<file path="config.mk">
export PLATFORM = sky130hd
export DESIGN_NAME = ula_seq
export DESIGN_NICKNAME = d
export VERILOG_FILES = /design/src/rtl/ula_pkg.sv /design/src/rtl/ula_mul_seq.sv /design/src/rtl/ula_seq.sv
export SDC_FILE = /design/constraint.sdc
export NUM_CORES = 1
export LEC_CHECK = 0
export ABC_AREA = 1
export BUFFER_PORTS_ARGS = -buffer_cell sky130_fd_sc_hd__buf_2
export CAP_MARGIN = 20
export CORE_MARGIN = 1.5
export CORE_UTILIZATION = 55
export CTS_CLUSTER_SIZE = 16
export DETAILED_ROUTE_END_ITERATION = 8
export GPL_TIMING_DRIVEN = 0
export MAX_ROUTING_LAYER = met4
export PLACE_DENSITY_LB_ADDON = 0.05
export SYNTH_ARGS = -nofsm -noshare
export SYNTH_HDL_FRONTEND = slang
export SYNTH_SLANG_ARGS = --single-unit
</file>
<file path="constraint.sdc">
create_clock -name iCLK -period 6.3 [get_ports iCLK]
set_clock_uncertainty 0.2 [all_clocks]
set_input_delay 1.89 -clock iCLK [delete_from_list [all_inputs] [get_ports iCLK]]
set_output_delay 1.89 -clock iCLK [all_outputs]
set_load 0.03 [all_outputs]
</file>
<file path="src/rtl/ula_pkg.sv">
// Shared types for the sequential ALU: op codes, FSM states
// and the op legality check.
package ula_pkg;

    typedef enum logic [3:0] {
        OP_ADD = 4'd0,
        OP_SUB = 4'd1,
        OP_AND = 4'd2,
        OP_OR  = 4'd3,
        OP_XOR = 4'd4,
        OP_NOT = 4'd5,
        OP_SHL = 4'd6,
        OP_SHR = 4'd7,
        OP_SRA = 4'd8,
        OP_MUL = 4'd9
    } op_t;

    typedef enum logic {
        IDLE = 1'b0,
        MUL  = 1'b1
    } state_t;

    function automatic logic op_legal(
        input logic [3:0] op,
        input logic       mul_en
    );
        if (op == OP_MUL) return mul_en;
        return (op < OP_MUL);
    endfunction

endpackage

</file>
<file path="src/rtl/ula_mul_seq.sv">
// Iterative unsigned shift-add multiplier. The first step is
// folded into the load, so the product is ready WIDTH-1 edges later.
module ula_mul_seq
    import ula_pkg::*;
#(
    parameter int WIDTH = 4
) (
    input  logic               iCLK,
    input  logic               iRST_N,
    input  logic               iSTART,
    input  logic [WIDTH-1:0]   iA,
    input  logic [WIDTH-1:0]   iB,
    output logic [2*WIDTH-1:0] oP,
    output logic               oDONE
);

    localparam int W  = WIDTH;
    localparam int CW = $clog2(WIDTH) + 1;

    logic [W-1:0]  a_q;
    logic [CW-1:0] cnt;
    logic          run;

    // Upper half accumulates A when the current multiplier bit is set,
    // then the whole product register shifts right by one.
    function automatic logic [2*W-1:0] step(
        input logic [2*W-1:0] p,
        input logic [W-1:0]   a
    );
        logic [W:0] s;
        s = {1'b0, p[2*W-1:W]} + {1'b0, {W{p[0]}} & a};
        return {s, p[W-1:1]};
    endfunction

    always_ff @(posedge iCLK or negedge iRST_N) begin
        if (!iRST_N) begin
            a_q   <= '0;
            oP    <= '0;
            cnt   <= '0;
            run   <= 1'b0;
            oDONE <= 1'b0;
        end else begin
            oDONE <= 1'b0;
            if (iSTART) begin
                a_q <= iA;
                oP  <= step({{W{1'b0}}, iB}, iA);
                cnt <= CW'(W - 1);
                run <= 1'b1;
            end else if (run) begin
                oP  <= step(oP, a_q);
                cnt <= cnt - 1'b1;
                if (cnt == CW'(1)) begin
                    run   <= 1'b0;
                    oDONE <= 1'b1;
                end
            end
        end
    end

endmodule

</file>
<file path="src/rtl/ula_seq.sv">
// Registered ALU with start/done handshake, accumulator feedback
// and an optional iterative multiplier.
module ula_seq
    import ula_pkg::*;
#(
    parameter int WIDTH  = 4,
    parameter bit MUL_EN = 1'b1
) (
    input  logic             iCLK,
    input  logic             iRST_N,
    input  logic             iSTART,
    input  logic [3:0]       iOP,
    input  logic [WIDTH-1:0] iA,
    input  logic [WIDTH-1:0] iB,
    input  logic             iUSE_ACC,
    output logic [WIDTH-1:0] oRESULT,
    output logic [WIDTH-1:0] oRESULT_HI,
    output logic             oOVF,
    output logic             oCARRY,
    output logic             oZERO,
    output logic             oNEG,
    output logic             oBUSY,
    output logic             oDONE
);

    localparam int W = WIDTH;

    state_t         state, state_nx;
    logic [W-1:0]   a_op;
    logic [W-1:0]   r;
    logic [W-1:0]   tmp;
    logic [W:0]     sum;
    logic           ovf, cy;
    logic           legal;
    logic           load_alu, load_mul, mul_go;
    logic [2*W-1:0] mul_p;
    logic           mul_done;
    int             sh;

    assign a_op  = iUSE_ACC ? oRESULT : iA;
    assign legal = op_legal(iOP, MUL_EN);
    assign oBUSY = (state == MUL);

    always_ff @(posedge iCLK or negedge iRST_N) begin
        if (!iRST_N) state <= IDLE;
        else         state <= state_nx;
    end

    always_comb begin
        state_nx = state;
        load_alu = 1'b0;
        load_mul = 1'b0;
        mul_go   = 1'b0;
        case (state)
            IDLE: begin
                if (iSTART) begin
                    if (legal && iOP == OP_MUL) begin
                        state_nx = MUL;
                        mul_go   = 1'b1;
                    end else begin
                        load_alu = 1'b1;
                    end
                end
            end
            MUL: begin
                if (mul_done) begin
                    load_mul = 1'b1;
                    state_nx = IDLE;
                end
            end
            default: state_nx = IDLE;
        endcase
    end

    // Illegal ops fall through with everything left at zero.
    always_comb begin
        r   = '0;
        tmp = '0;
        sum = '0;
        ovf = 1'b0;
        cy  = 1'b0;
        sh  = int'(iB);
        if (legal) begin
            case (op_t'(iOP))
                OP_ADD: begin
                    sum = {1'b0, a_op} + {1'b0, iB};
                    r   = sum[W-1:0];
                    cy  = sum[W];
                    ovf = (a_op[W-1] == iB[W-1])
                        && (r[W-1] != a_op[W-1]);
                end
                OP_SUB: begin
                    sum = {1'b0, a_op} - {1'b0, iB};
                    r   = sum[W-1:0];
                    cy  = sum[W];
                    ovf = (a_op[W-1] != iB[W-1])
                        && (r[W-1] != a_op[W-1]);
                end
                OP_AND: r = a_op & iB;
                OP_OR:  r = a_op | iB;
                OP_XOR: r = a_op ^ iB;
                OP_NOT: r = ~a_op;
                OP_SHL: begin
                    if (sh >= W) begin
                        r = '0;
                    end else if (sh != 0) begin
                        r   = a_op << sh;
                        tmp = a_op >> (W - sh);
                        cy  = tmp[0];
                    end else begin
                        r = a_op;
                    end
                end
                OP_SHR: begin
                    if (sh >= W) begin
                        r = '0;
                    end else if (sh != 0) begin
                        r   = a_op >> sh;
                        tmp = a_op >> (sh - 1);
                        cy  = tmp[0];
                    end else begin
                        r = a_op;
                    end
                end
                OP_SRA: begin
                    if (sh >= W) begin
                        r = {W{a_op[W-1]}};
                    end else if (sh != 0) begin
                        r   = $signed(a_op) >>> sh;
                        tmp = a_op >> (sh - 1);
                        cy  = tmp[0];
                    end else begin
                        r = a_op;
                    end
                end
                default: r = '0;
            endcase
        end
    end

    generate
        if (MUL_EN) begin : g_mul
            ula_mul_seq #(.WIDTH(W)) u_mul (
                .iCLK   (iCLK),
                .iRST_N (iRST_N),
                .iSTART (mul_go),
                .iA     (a_op),
                .iB     (iB),
                .oP     (mul_p),
                .oDONE  (mul_done)
            );
        end else begin : g_nomul
            assign mul_p    = '0;
            assign mul_done = 1'b0;
        end
    endgenerate

    always_ff @(posedge iCLK or negedge iRST_N) begin
        if (!iRST_N) begin
            oRESULT    <= '0;
            oRESULT_HI <= '0;
            oOVF       <= 1'b0;
            oCARRY     <= 1'b0;
            oZERO      <= 1'b0;
            oNEG       <= 1'b0;
            oDONE      <= 1'b0;
        end else begin
            oDONE <= 1'b0;
            if (load_alu) begin
                oRESULT    <= r;
                oRESULT_HI <= '0;
                oOVF       <= ovf;
                oCARRY     <= cy;
                oZERO      <= legal && (r == '0);
                oNEG       <= r[W-1];
                oDONE      <= 1'b1;
            end else if (load_mul) begin
                oRESULT    <= mul_p[W-1:0];
                oRESULT_HI <= mul_p[2*W-1:W];
                oOVF       <= |mul_p[2*W-1:W];
                oCARRY     <= 1'b0;
                oZERO      <= (mul_p == '0);
                oNEG       <= 1'b0;
                oDONE      <= 1'b1;
            end
        end
    end

endmodule

</file>
-- Yosys cells after proc, flatten, opt, wreduce, memory -nomap -nowiden
Index checks and enable logic that the tools add are counted.
W data, S select, Z words.
- add/sub/neg operators: 6
- multiply operators: 0
- divide/modulo/power cells: 0
- order comparisons: 2
- equality and inequality tests: 14
- shift-type cells: 5
- mux-type cells: 53
- bitwise gates (word level): 7
- reductions and logical operators: 12
- operators with widths (kind ; number):
    $shr A4 B32 Y1 ; 2
    $mux W4 ; 12
    $pmux W4 S9 ; 1
    $mux W1 ; 33
    $eq A4 B3 Y1 const B ; 4
    $mux W8 ; 2
    $and A4 B4 Y4 ; 3
    $add A4 B4 Y5 ; 2
    $eq A4 B2 Y1 const B ; 2
    $eq A4 B4 Y1 const B ; 2
    $logic_not A4 Y1 ; 2
    $logic_not A8 Y1 ; 1
    $mux W3 ; 2
    $sub A3 B4 Y5 const A ; 1
    $sub A4 B1 Y5 const B ; 1
    $sub A4 B4 Y5 ; 1
    $eq A4 B1 Y1 const B ; 1
    $ge A4 B3 Y1 const B ; 1
    $logic_and A1 B1 Y1 ; 4
    $lt A4 B4 Y1 const B ; 1
    $not A4 Y4 ; 1
    $or A4 B4 Y4 ; 1
    $pmux W1 S2 ; 2
    $pmux W1 S4 ; 1
    13 further kinds ; 16
- register bits after elaboration: 31
- latch bits: 0
- bits in writable memories: 0
- ROM bits: 0
- output and inout bits: 14
- word-level logic and storage cells: 112
- memories kept: 0

-- Depth between registers and ports, before layout
Gate-level depths: netlist of the first run.
- depth after elaboration: 9
- depth in mapped cells: 17
- gate-level depth less buffers: 17

-- By module
Synthesis of the first run repeated with hierarchy kept, for this count alone.
- cells, all modules: 416
- area, all modules: 2767.7 sq um
- modules (own cells, without submodules) (module ; times used ; cells an instance ; area each (sq um) ; sequential area each (sq um)):
    ula_seq ; 1 ; 308 ; 1828.0 ; 350.3
    ula_mul_seq ; 1 ; 108 ; 939.7 ; 425.4

-- Worst setup path before layout of the first run
OpenSTA, ideal clock, no wires.
- kind: input -> register
- from: input port iUSE_ACC
- to: register oZERO
- data arrival time: 3516 ps
- required time: 6027 ps
- slack: 2511 ps
- stages on the path: 17
- buffers on the path: 0
- path through: inv_2 -> nand2_1 -> nand2_2 -> inv_1 -> ha_1 -> inv_1 -> a21oi_1 -> nand2_1 -> nand2_1 -> nand3_1 -> nand2_1 -> inv_1 -> nor2_2 -> nand3_1 -> nor2_1 -> nand3_1 -> a21oi_2
- cells in the longest elaborated chain, start to end: 9
- RTL lines (item ; RTL line ; text):
    start: declaration ; ula_seq.sv:15 ; input logic iUSE_ACC,
    $mux W4 * ; ula_seq.sv:40 ; assign a_op = iUSE_ACC ? oRESULT : iA;
    named net a_op[2] ; ula_seq.sv:29 ; logic [W-1:0] a_op;
    $sshr A4 B4 Y4, or another cell as far along ; ula_seq.sv:129 ; r = $signed(a_op) >>> sh;
    $mux W4, on equally long branches ; ula_seq.sv:128, ula_seq.sv:106, ula_seq.sv:117 ;
    $mux W4, on equally long branches ; ula_seq.sv:126, ula_seq.sv:104, ula_seq.sv:115 ;
    $pmux W4 S9 * ; ula_seq.sv:84 ; case (op_t'(iOP))
    $mux W4 * ; ula_seq.sv:83 ; if (legal) begin
    $logic_not A4 Y1 * ; ula_seq.sv:174 ; oZERO <= legal && (r == '0);
    $logic_and A1 B1 Y1 * ; ula_seq.sv:174 ;
    $mux W1 * ; ula_seq.sv:169 ; if (load_alu) begin
    end signal: assignment ; ula_seq.sv:174 ;
    end signal: assignment ; ula_seq.sv:182 ; oZERO <= (mul_p == '0);
    end: declaration ; ula_seq.sv:20 ; output logic oZERO,
The timed path passes the listed nets; every way through them passes the cells marked *.
A chain may end at the register's enable or synchronous reset.

-- Final worst setup path of the first run
Same ends and word-level chain as after synthesis.

==> reports/summary.md, run 1 <==
The run finished with clean final reports. Counting distinct cell types in the post-synthesis netlist gives 38. The number of antenna violations at the first check in global routing was 0; the clock sink count was 31. Across the run, the number of max-cap violations was 0. The commonest cells after synthesis are nand2_1, inv_1, nand3_1. Relative to the synthesized area, the layout overhead comes to 12.72%. The tools report the total global routing overflow as 0. nand2_1 is the most common cell in the netlist. The time the final worst path needs with I/O delays and setup is 4.138 ns.

Before antenna repair, the detailed router went through 4 iterations. After clock tree synthesis, the clock-pin slew on the worst setup and hold paths is 0.07 ns. For the wire length after detailed routing, the log shows 7312 µm. In this run the clock root is driven by a clkbuf_8.

The final-report hold violation count was 0; the sequential area share after synthesis was 28.88%. The number of storage elements in the synthesis netlist was 31; the number of setup buffers added after CTS was 0. Once the floorplan was initialized, standard cells occupied 56.87% of the core. The cell count after synthesis came out at 394. IR analysis of the VDD net gives a maximum drop of 0.2599 mV. Derived from the worst setup path, the maximum achievable clock frequency is 0.2417 GHz. For the number of buffers created by CTS, the log shows 5. The placed instances occupy a cell area of 2910 µm².

For the worst setup path, the data required time is 6.32 ns. After the first detailed-routing iteration, the DRC count stood at 210. The share of flip-flops with an asynchronous set or reset after synthesis is 100.0%, and the number of rows created at floorplan is 25. Clock latency on the worst-skew pair, taken at its later pin, is 0.29 ns.

In the final design database the tool counted 467 nets. 30 I/O pins were placed. The synthesized netlist occupies a cell area of 2686 µm². The wire-length estimate of the detail-placed layout is 5716 µm. Setup repair after global routing left no endpoint under its margin. In this run the tightest slew margin relative to its limit is 54.05%. Number of global-route vias before repair: 2,567.

The worst setup path is launched from an input port. Power comes to 944.3 µW. The area of the placeable core is 4723 µm².

The H-tree generated during clock tree synthesis spans 2 levels. The count of port buffers added during placement works out to 28. The area of all placed cells without fillers was 3028 µm²; the worst path buffer plus inverter count was 4. The repair_antennas step left the layout with diodes totalling 0. For this block, the via count after detailed routing is 2,762.

The logs give 0 ns for the setup TNS after final layout and 12,010 µm for the wire length of the first global-routing pass. Post-CTS repair changed the size of 0 cells. The setup path with the least slack is of type in -> reg.

Top flip-flop cell by instance count after synthesis: dfrtp_1. The floorplan step defined a die boundary enclosing 5312 µm². Walking the worst path, the cells encountered are buf_2 > inv_2 > nand2_1 > nand2_1 > inv_2 > ha_1 > inv_1 > fa_1 > xor2_1 > nor2_1 > a21oi_1 > o2111ai_1 > a21oi_2 > nand3_1 > a21oi_2.

The cell area power density is 311.9 nW/µm². The tools report the endpoint kind of the worst setup timing path as a register. The data arrival time of the critical path is 4.16 ns. The analysis attributes to cell leakage a power of 0.001649 µW. On the worst path, the slowest cell contributes a delay of 0.41 ns. The average vias per placed instance is 5.557, and the number of warning messages in the yosys log is 0.

TritonCTS built the clock tree. The die is 72.89 µm tall. Counting every net in the synthesized netlist gives 432.

In the final routed layout, each cell accounts on average for 14.71 µm. The share of cells above drive strength 1 is 15.12%, and the clock tree buffer depth is 2. Counting flops with a built-in enable in the synthesized netlist gives 0.

The horizontal die dimension is 72.89 µm, and the global routing usage summed across all routing layers is 30.94%. Setup violations remaining at the end of the flow were counted as 0. The final critical-path share of the clock period is 65.68%, and the quantity of hold-fixing buffers added after cts is 0.

The average cell area after synthesis is 6.818 µm², and the final estimated routing congestion in global placement is 0.9733. For the largest net degree at the start of global routing, the log shows 32. The pin slew with the least headroom to its limit was 0.6892 ns; the number of design rule violations left after detail routing was 0. The area share of the largest cell type after synthesis came out at 28.88%. dfrtp_1 takes more of the synthesized area than any other cell.

The tools report the count of final max-slew check failures as 0. Yosys attributes the largest share of cell area to dfrtp_1, nand2_1, ha_1, inv_1, nand3_1. The count of nets left with antenna violations once routing finished came out at 0.

The dominant delay contributor by cell family on the critical path was adder cells. Of all nets on the critical path, the largest fanout is 7. Slowest cell on the critical path: fa_1. The worst hold-check path type was reg -> reg.
-- cell type report --
| type | count | area (µm²) |
|---|---|---|
| plain buffers | 6 | 43.79 |
| clock buffers | 6 | 82.58 |
| clock inverters | 2 | 35.03 |
| fillers | 435 | 1695 |
| inverters | 60 | 225.2 |
| multi-input cells | 297 | 1642 |
| flip-flops and latches | 31 | 775.7 |
| well taps | 67 | 83.83 |
| repair buffers | 28 | 140.1 |
-- state kept, by name (all words and copies together) (netlist names) --
register and count:
g_mul.u_mul.a_q 4, oBUSY 1, g_mul.u_mul.run 1, oRESULT_HI 4
oDONE 1, oNEG 1, g_mul.u_mul.oDONE 1, g_mul.u_mul.oP 8
oZERO 1, oCARRY 1, g_mul.u_mul.cnt 3, oOVF 1
oRESULT 4
-- cell usage in the layout, fill, tap and decap left out, types with 5 or more instances in the layout --
master and count:
nand3_1 35, nand2_1 116, a21oi_1 17, ha_1 19
nand2_2 5, o211ai_1 8, buf_2 31, clkbuf_8 7
o21ai_0 21, inv_2 8, dfrtp_1 31, nand4_1 6
inv_1 51, o221ai_1 9, nor2_1 28
-- layer usage --
| layer | vias to the layer above | track usage, % | part of all wire [%] |
|---|---|---|---|
| met5 | - | - | 0 |
| met4 | 0 | 14.88 | 3.5 |
| met3 | 22 | 4.006 | 5.3 |
| met2 | 103 | 51.68 | 48 |
| met1 | 1270 | 36.94 | 43 |
| li1 | 1367 | - | - |
-- report_power, final --
part	total [µW]	internal, µW	leakage, µW	switching, µW
clock	204	128	0.0000612	76.6
sequential	310	265	0.000406	44.8
combinational	430	137	0.00118	293
-- stage by stage --
| step | utilization (%) | instances | hold WS, ns | setup WS, ns |
|---|---|---|---|---|
| 2_1_floorplan | - | 394 | 0.2247 | 2.511 |
| 3_3_place_gp | 61.62 | 489 | 0.2324 | 1.958 |
| 3_5_place_dp | 61.62 | 489 | 0.2404 | 1.926 |
| 4_1_cts | 64.11 | 497 | 0.2516 | 2.220 |
| 5_1_grt | 64.11 | 497 | 0.2973 | 1.980 |
| 6_report | 64.11 | 497 | 0.2527 | 2.162 |
-- cell families after synthesis --
kind of cell / Yosys count / synth area share (%)
and+or+nand+nor: 202 / 32.56
buffers and inverters: 66 / 10.01
AOI/OAI and AO/OA: 69 / 16.16
xor gates and xnor gates: 4 / 1.304
adders and majority gates: 22 / 11.09
DFF: 31 / 28.88
-- worst register-to-register path: stages (launching register included) --
cell and delay, ns:
dfrtp_1 0.42, nand2_1 0.10, nand2_1 0.15, inv_2 0.16
ha_1 0.19, inv_1 0.07, fa_1 0.41, xor2_1 0.18
nor2_1 0.05, a21oi_1 0.12, o2111ai_1 0.16, a21oi_2 0.18
nand3_1 0.15, a21oi_2 0.13
-- final timing paths --
| check | startpoint | to | slack [ns] | cells past startpoint |
|---|---|---|---|---|
| worst max-delay path | iUSE_ACC | oZERO$_DFFE_PN0P_ | 2.16 | 15 |
| worst min-delay path | g_mul.u_mul.oDONE$_DFF_PN0_ | oBUSY$_DFF_PN0_ | 0.25 | 1 |
| worst max register to register | oRESULT[0]$_DFFE_PN0P_ | oZERO$_DFFE_PN0P_ | 3.55 | 13 |
| worst min register to register | g_mul.u_mul.oDONE$_DFF_PN0_ | oBUSY$_DFF_PN0_ | 0.25 | 1 |
| max in group asynchronous | iRST_N | oRESULT_HI[0]$_DFFE_PN0P_ | 4.01 | 1 |
| min in group asynchronous | iRST_N | g_mul.u_mul.oDONE$_DFF_PN0_ | 1.44 | 1 |
Note: power is estimated with default switching activity, not from simulation.
==> inputs of run 2 (changes only) <==
--- a/config.mk
+++ b/config.mk
@@ -9,7 +9,7 @@
 export BUFFER_PORTS_ARGS = -buffer_cell sky130_fd_sc_hd__buf_2
 export CAP_MARGIN = 20
 export CORE_MARGIN = 1.5
-export CORE_UTILIZATION = 55
+export CORE_UTILIZATION = 54
 export CTS_CLUSTER_SIZE = 16
 export DETAILED_ROUTE_END_ITERATION = 8
 export GPL_TIMING_DRIVEN = 0
==> constraint.sdc (replaced) <==
create_clock -name iCLK -period 3.64 [get_ports iCLK]
set_clock_uncertainty 0.2 [all_clocks]
set_input_delay 1.092 -clock iCLK [delete_from_list [all_inputs] [get_ports iCLK]]
set_output_delay 1.092 -clock iCLK [all_outputs]
set_load 0.03 [all_outputs]
==> reports/summary.md, run 2 (synthesis gave the netlist of run 1 again) <==
For the largest net degree at the start of global routing, the log shows 32 (unchanged). The instance count along the most critical hold path works out to 1 (unchanged). The number of setup buffers added after CTS is 0 (unchanged), and the power share of the sequential group is 35.3% (+2.5 points). For the register cell area after layout, the log shows 775.7 µm² (unchanged). The cell area power density works out to 510.8 nW/µm² (+64%). Total global routing overflow: 0 (unchanged). The clock insertion delay at the later pin of the skew report was 0.28 ns (about the same). The post-cts gate resize count was 0 (unchanged). The run finished with clean final reports.

For the vias after detailed routing, the log shows 2,714 (-1.7%). The worst register-to-register path ends at oZERO$_DFFE_PN0P_. The pin slew with the least headroom to its limit is 0.6816 ns (-0.007612 ns), and the post-placement setup slack is 0.09013 ns (-1.836 ns). The top cell types in the final layout, fill and taps aside, are nand2_1, inv_1, nand3_1, buf_2, dfrtp_1. The sink of the worst hold path is oBUSY$_DFF_PN0_. The vertical extent of the die was 73.53 µm (+0.88%); the switching component of the power was 700.9 µW (+69%). Counting I/O delays and the setup requirement, the final critical path takes 3.298 ns.

The final-report hold violation count is 0 (unchanged), and the horizontal die dimension is 73.53 µm (+0.88%). The run gives 16.0% (-5.7 points) as the clock network power share. The clock sink count is 31 (unchanged), and the I/O pin total is 30 (unchanged).

The final estimated routing congestion in global placement is 0.9670 (-0.65%), and the reg-to-reg setup timing slack is 0.94 ns (-2.61 ns). The worst hold-check path type was reg -> reg. The die area was 5407 µm² (+1.8%); the data required time of the worst path was 3.65 ns (-2.67 ns).

The logs give 0 (unchanged) for the quantity of hold-fixing buffers added after cts and 0 (unchanged) for the count of final max-slew check failures. The number of global-route vias before repair is 2,454 (-4.4%). Kind of start point of the critical path: an input port.

The wire length of the first global-routing pass came out at 11,560 µm (-3.7%). The data arrival time of the critical path was 3.31 ns (-0.85 ns). The layout net count was 467 (unchanged).

Number of antenna violations at the first check in global routing: 0 (unchanged). The wire length after detailed routing is 7153 µm (-2.2%). TritonCTS built the clock tree.

The final HPWL from detailed placement is 5604 µm (-2.0%). The flip-flop count of the largest register after layout is 8 (unchanged). For the clock tree buffer depth, the log shows 2 (unchanged). Beginning of the worst register-to-register path: oRESULT[0]$_DFFE_PN0P_. The worst reg2reg path depth is 13 (unchanged), and the first-pass detailed-route iteration total is 5 (+1). Setup TNS after final layout: 0 ns (unchanged). The final critical path takes up 90.61% of the cycle.

Area of placed instances: 2910 µm² (unchanged). Number of rows created at floorplan: 25 (unchanged). The tools report the final setup slack of the worst path as 0.3419 ns (-1.820 ns). The library cell used most frequently in the layout, excluding fill and tap cells, is nand2_1. The worst setup path is of the in -> reg kind. The count of port buffers added during placement works out to 28 (unchanged). The share of cells above drive strength 1 is 14.49% (-0.63 points). The maximum fanout count along the critical path works out to 9 (+2). The run gives 1642 µm² (unchanged) as the total area of multi-input combinational cells. The total of fill cells in the finished design is 478 (+9.9%), and the number of design rule violations left after detail routing is 0 (unchanged). The register bank with the most flops was g_mul.u_mul.oP. The relative slew slack was 54.56% (+0.51 points); the switching power share of the total was 46.00% (+2.1 points). The routed length per placed instance was 14.45 µm (-1.8%). Setup repair after global routing left no endpoint under its margin. The reported max-cap violation count is 0 (unchanged). The maximum vdd ir drop came out at 0.3966 mV (+53%). The tools report the number of buffers created by CTS as 5 (unchanged).

In this run the clock root is driven by a clkbuf_8. The residual antenna-violating net count after detailed routing is 0 (unchanged). The combinational share of power is 48.7% (+3.2 points). Derived from the worst setup path, the maximum achievable clock frequency is 0.3032 GHz. The post-CTS clock slew at the launch and capture registers of the worst setup and hold paths works out to 0.06 ns (about the same). The leakage power is 0.001625 µW (-1.5%), and the area of all placed cells without fillers is 2983 µm² (-1.5%).

The antenna diode count was 0 (unchanged). The run gives 193 (-8.1%) as the initial detailed-routing violation count. The area of the placeable core is 4755 µm² (+0.66%). Compared with the post-synthesis result, the final layout area differs by 11.04%. The worst hold path begins at g_mul.u_mul.oDONE$_DFF_PN0_. The maximum level of the CTS H-tree is 2 (unchanged).

For the number of failing setup endpoints in the final timing report, the log shows 0 (unchanged). The global routing usage summed across all routing layers was 29.10% (-1.8 points). The worst setup path is captured at a register. For the internal power of the cells, the log shows 822.7 µW (+55%). The core utilization of the finished layout is 62.74% (-1.4 points), and the average vias per placed instance is 5.483 (-1.3%). The initial cell density of the core is 56.50% (-0.37 points).
-- run 2: changes by cell type in the layout (fill, tap and decap cells not counted) --
cell,previous run,this run
bufinv_16,1,0
clkbuf_1,1,2
clkbuf_8,7,6
clkinv_2,1,0
-- run 2: power groups by stage --
| stage | Sequential (µW) | Clock, µW | Combinational, µW |
|---|---|---|---|
| 5_1_grt | 553 | 260 | 836 |
| 4_1_cts | 538 | 244 | 740 |
| 2_1_floorplan | 621 | 0 | 445 |
| 3_3_place_gp | 540 | 0 | 725 |
| 6_report | 538 | 244 | 742 |
| 3_5_place_dp | 542 | 0 | 734 |
-- run 2: metal layers --
| metal | track usage (%) | vias to the layer above | part of all wire (%) |
|---|---|---|---|
| met3 | 4.527 | 18 | 6.8 |
| met4 | 9.877 | 0 | 2.5 |
| met5 | - | - | 0 |
| met2 | 48.35 | 99 | 49 |
| li1 | - | 1362 | - |
| met1 | 36.09 | 1235 | 42 |
-- run 2: layout make-up --
class	instances	share of cell area (%)
plain buffers	6	1.468
clock buffers	6	2.433
inverters	60	7.550
multi-input cells	297	55.03
flip-flops and latches	31	26.01
well taps	67	2.810
repair buffers	28	4.698
-- run 2: per-stage QoR --
step	total power, µW	instances	hold slack, ns
detailed placement	1276	489	0.2394
floorplan	1066	394	0.2247
finish	1524	495	0.2498
global route	1649	495	0.3061
global placement	1264	489	0.2322
CTS	1523	495	0.2474
-- run 2: worst max path at each step --
stage	start	to	slack, ns	depth (start not counted)
finish	iB[2]	oZERO$_DFFE_PN0P_	0.34	15
global route	iUSE_ACC	oZERO$_DFFE_PN0P_	0.1	18
CTS	iUSE_ACC	oZERO$_DFFE_PN0P_	0.36	15
detailed placement	iUSE_ACC	oZERO$_DFFE_PN0P_	0.09	15
global placement	iUSE_ACC	oZERO$_DFFE_PN0P_	0.09	15
floorplan	iUSE_ACC	oZERO$_DFFE_PN0P_	0.65	17
-- run 2: critical path, cell delays in order --
cell	delay, ns
buf_2	0.16
clkinv_1	0.35
ha_1	0.53
inv_1	0.12
a21oi_1	0.15
nand2_1	0.12
nand2_1	0.08
nand3_1	0.08
nand2_1	0.06
inv_1	0.04
nor2_2	0.09
nand3_1	0.08
nor2_1	0.11
nand3_1	0.12
a21oi_2	0.14
==> inputs of run 3 (changes only) <==
--- a/config.mk
+++ b/config.mk
@@ -6,7 +6,7 @@
 export NUM_CORES = 1
 export LEC_CHECK = 0
 export ABC_AREA = 1
-export BUFFER_PORTS_ARGS = -buffer_cell sky130_fd_sc_hd__buf_2
+export BUFFER_PORTS_ARGS = -buffer_cell sky130_fd_sc_hd__buf_4
 export CAP_MARGIN = 20
 export CORE_MARGIN = 1.5
 export CORE_UTILIZATION = 54
==> reports/summary.md, run 3 (synthesis gave the netlist of run 1 again) <==
Worst hold-check path type: reg -> reg. The tools report the global routing usage summed across all routing layers as 29.30% (+0.20 points). The worst setup path is captured at a register. The post-CTS clock slew at the launch and capture registers of the worst setup and hold paths came out at 0.06 ns (about the same). The most common cell after layout, fill and taps aside is nand2_1. The type of the worst setup path was in -> reg. The number of rows created at floorplan was 25 (unchanged). The layout net count was 467 (unchanged). TritonCTS built the clock tree. The average vias per placed instance came out at 5.444 (-0.72%). The maximum fanout count along the critical path is 7 (-2). Walking the worst path, the cells encountered are buf_4 > inv_2 > nand2_1 > nand2_1 > inv_2 > ha_1 > inv_1 > fa_1 > nand2_1 > o211ai_1 > nor3_1 > nand2_1 > nor2_1 > nand3_1 > a21oi_2.

The routed length per placed instance is 14.48 µm (+0.23%), and the timing-limited maximum frequency is 0.3069 GHz (+1.2%). The number of antenna violations at the first check in global routing is 0 (unchanged). The tools report the final setup slack of the worst path as 0.3816 ns (+0.03972 ns). The total of fill cells in the finished design came out at 463 (-3.1%).

Counting flops per register, the top entry is g_mul.u_mul.oP. The run gives 0.9813 (+1.5%) as the final estimated routing congestion in global placement. The count of port buffers added during placement was 28 (unchanged). The tools report the cell total after placement as 489 (unchanged).

The initial cell density of the core is 56.50% (unchanged). The flip-flop count of the largest register after layout was 8 (unchanged); the post-cts gate resize count was 0 (unchanged). The leakage power is 0.001651 µW (+1.6%).

The clock sink count is 31 (unchanged), and the vertical extent of the die is 73.53 µm (unchanged). The startpoint identified for the worst register-to-register timing path is oRESULT[0]$_DFFE_PN0P_. The slowest cell on the critical path was fa_1. The die area came out at 5407 µm² (unchanged). Setup repair after global routing left no endpoint under its margin. Worst path buffer plus inverter count: 4 (unchanged). The total global routing overflow came out at 0 (unchanged). In this design, the critical path's most frequently occurring cell is nand2_1.

The run gives 0 (unchanged) as the final-report hold violation count. Time the final worst path needs with I/O delays and setup: 3.258 ns (-0.03972 ns). The area overhead of the layout relative to synthesis came out at 14.21%. For the data arrival time of the critical path, the log shows 3.27 ns (-0.04 ns). The most critical setup path has its startpoint at iUSE_ACC. The final critical-path share of the clock period was 89.52% (-1.1 points). For the final HPWL from detailed placement, the log shows 5702 µm (+1.7%). Number of buffers created by CTS: 5 (unchanged).

The vias after detailed routing is 2,700 (-0.52%), and the first-pass detailed-route iteration total is 5 (unchanged). The number of failing setup endpoints in the final timing report is 0 (unchanged), and the number of standard cells in the final layout excluding fillers is 496 (+0.20%). The run gives 2,484 (+1.2%) as the number of global-route vias before repair. The worst setup path is launched from an input port. The startpoint identified for the worst hold timing path is g_mul.u_mul.oDONE$_DFF_PN0_. The run gives 64.53% (+1.8 points) as the core utilization of the finished layout.

Cell chosen for the clock root: clkbuf_8. Initial detailed-routing violation count: 225 (+17%). The logs give 0 ns (unchanged) for the setup TNS after final layout and 11,630 µm (+0.66%) for the wire length of the first global-routing pass.

Data required time of the worst path: 3.65 ns (about the same). The post-placement setup slack was 0.1117 ns (+0.02161 ns). The reported max-cap violation count is 0 (unchanged), and the antenna diode count is 0 (unchanged).

The run finished with clean final reports. The logs give 0.29 ns (about the same) for the clock insertion delay at the later pin of the skew report and 0.4167 mV (+5.1%) for the maximum vdd ir drop. The wire length after detailed routing was 7184 µm (+0.43%). The count of final max-slew check failures was 0 (unchanged); the pin slew with the least headroom to its limit was 0.4678 ns (-0.2138 ns). The tools report the area of placed instances as 2980 µm² (+2.4%). The dominant delay contributor by cell family on the critical path was simple AND/OR/NAND/NOR gates. Largest net degree at the start of global routing: 32 (unchanged).

Clock tree buffer depth: 2 (unchanged). The run gives 4755 µm² (unchanged) as the area of the placeable core. For the I/O pin total, the log shows 30 (unchanged). Share of cells above drive strength 1: 14.92% (+0.43 points). The relative slew slack was 68.64% (+14 points). The number of design rule violations left after detail routing came out at 0 (unchanged). The maximum level of the CTS H-tree is 2 (unchanged). The logs give 0 (unchanged) for the quantity of hold-fixing buffers added after cts and 0 (unchanged) for the number of setup buffers added after CTS.

The delay of the slowest critical-path stage came out at 0.41 ns (-0.12 ns). The area of all placed cells without fillers came out at 3068 µm² (+2.9%). The cell area power density was 515.5 nW/µm² (+0.92%); the horizontal die dimension was 73.53 µm (unchanged).

The top cell types in the final layout, fill and taps aside, are nand2_1, inv_1, nand3_1, dfrtp_1. Residual antenna-violating net count after detailed routing: 0 (unchanged).
-- run 3: layer usage --
layer	GRT usage (%)	routed length, µm	vias to the layer above	part of all wire (%)
met5	-	0	-	0
met3	4.527	346	16	4.8
li1	-	-	1358	-
met2	49.45	3575	69	50
met1	35.45	3096	1257	43
met4	10.49	165	0	2.3
-- run 3: final cells by class --
type / count / area [µm²] / area share (%)
buffer: 6 / 43.79 / 1.427
clock buffer: 6 / 82.58 / 2.692
clock inverter: 1 / 5.005 / 0.1631
inverter: 60 / 225.2 / 7.341
multi-input combinational: 297 / 1642 / 53.51
sequential: 31 / 775.7 / 25.29
tap: 67 / 83.83 / 2.732
timing repair buffer: 28 / 210.2 / 6.852
-- run 3: final timing paths --
| path | slack [ns] | depth (start not counted) | end |
|---|---|---|---|
| worst max register to register | 0.97 | 13 | oZERO$_DFFE_PN0P_ |
| min in group asynchronous | 0.53 | 1 | g_mul.u_mul.oP[3]$_DFFE_PN0P_ |
| worst min-delay path | 0.25 | 1 | oBUSY$_DFF_PN0_ |
| worst min register to register | 0.25 | 1 | oBUSY$_DFF_PN0_ |
| worst max-delay path | 0.38 | 15 | oZERO$_DFFE_PN0P_ |
| max in group asynchronous | 2.42 | 1 | oRESULT_HI[0]$_DFFE_PN0P_ |
-- run 3: where the power goes --
group | internal, µW | total (µW) | leakage [µW] | switching, µW
clock | 148 | 271 | 0.0000470 | 123
sequential | 459 | 539 | 0.000406 | 79.6
combinational | 267 | 771 | 0.00120 | 504
total | 874 | 1580 | 0.00165 | 707
-- run 3: worst register-to-register path, stage by stage, from the launching register on --
cell,delay [ns]
dfrtp_1,0.42
nand2_1,0.10
nand2_1,0.14
inv_2,0.15
ha_1,0.18
inv_1,0.07
fa_1,0.40
xor2_1,0.17
nor2_1,0.05
a21oi_1,0.13
o2111ai_1,0.16
a21oi_2,0.17
nand3_1,0.13
a21oi_2,0.13
-- run 3: metrics by stage --
step	total power, µW	hold slack (ns)
3_5_place_dp	1312	0.2394
2_1_floorplan	1066	0.2247
5_1_grt	1704	0.3138
6_report	1582	0.2526
3_3_place_gp	1296	0.2319
4_1_cts	1588	0.2501
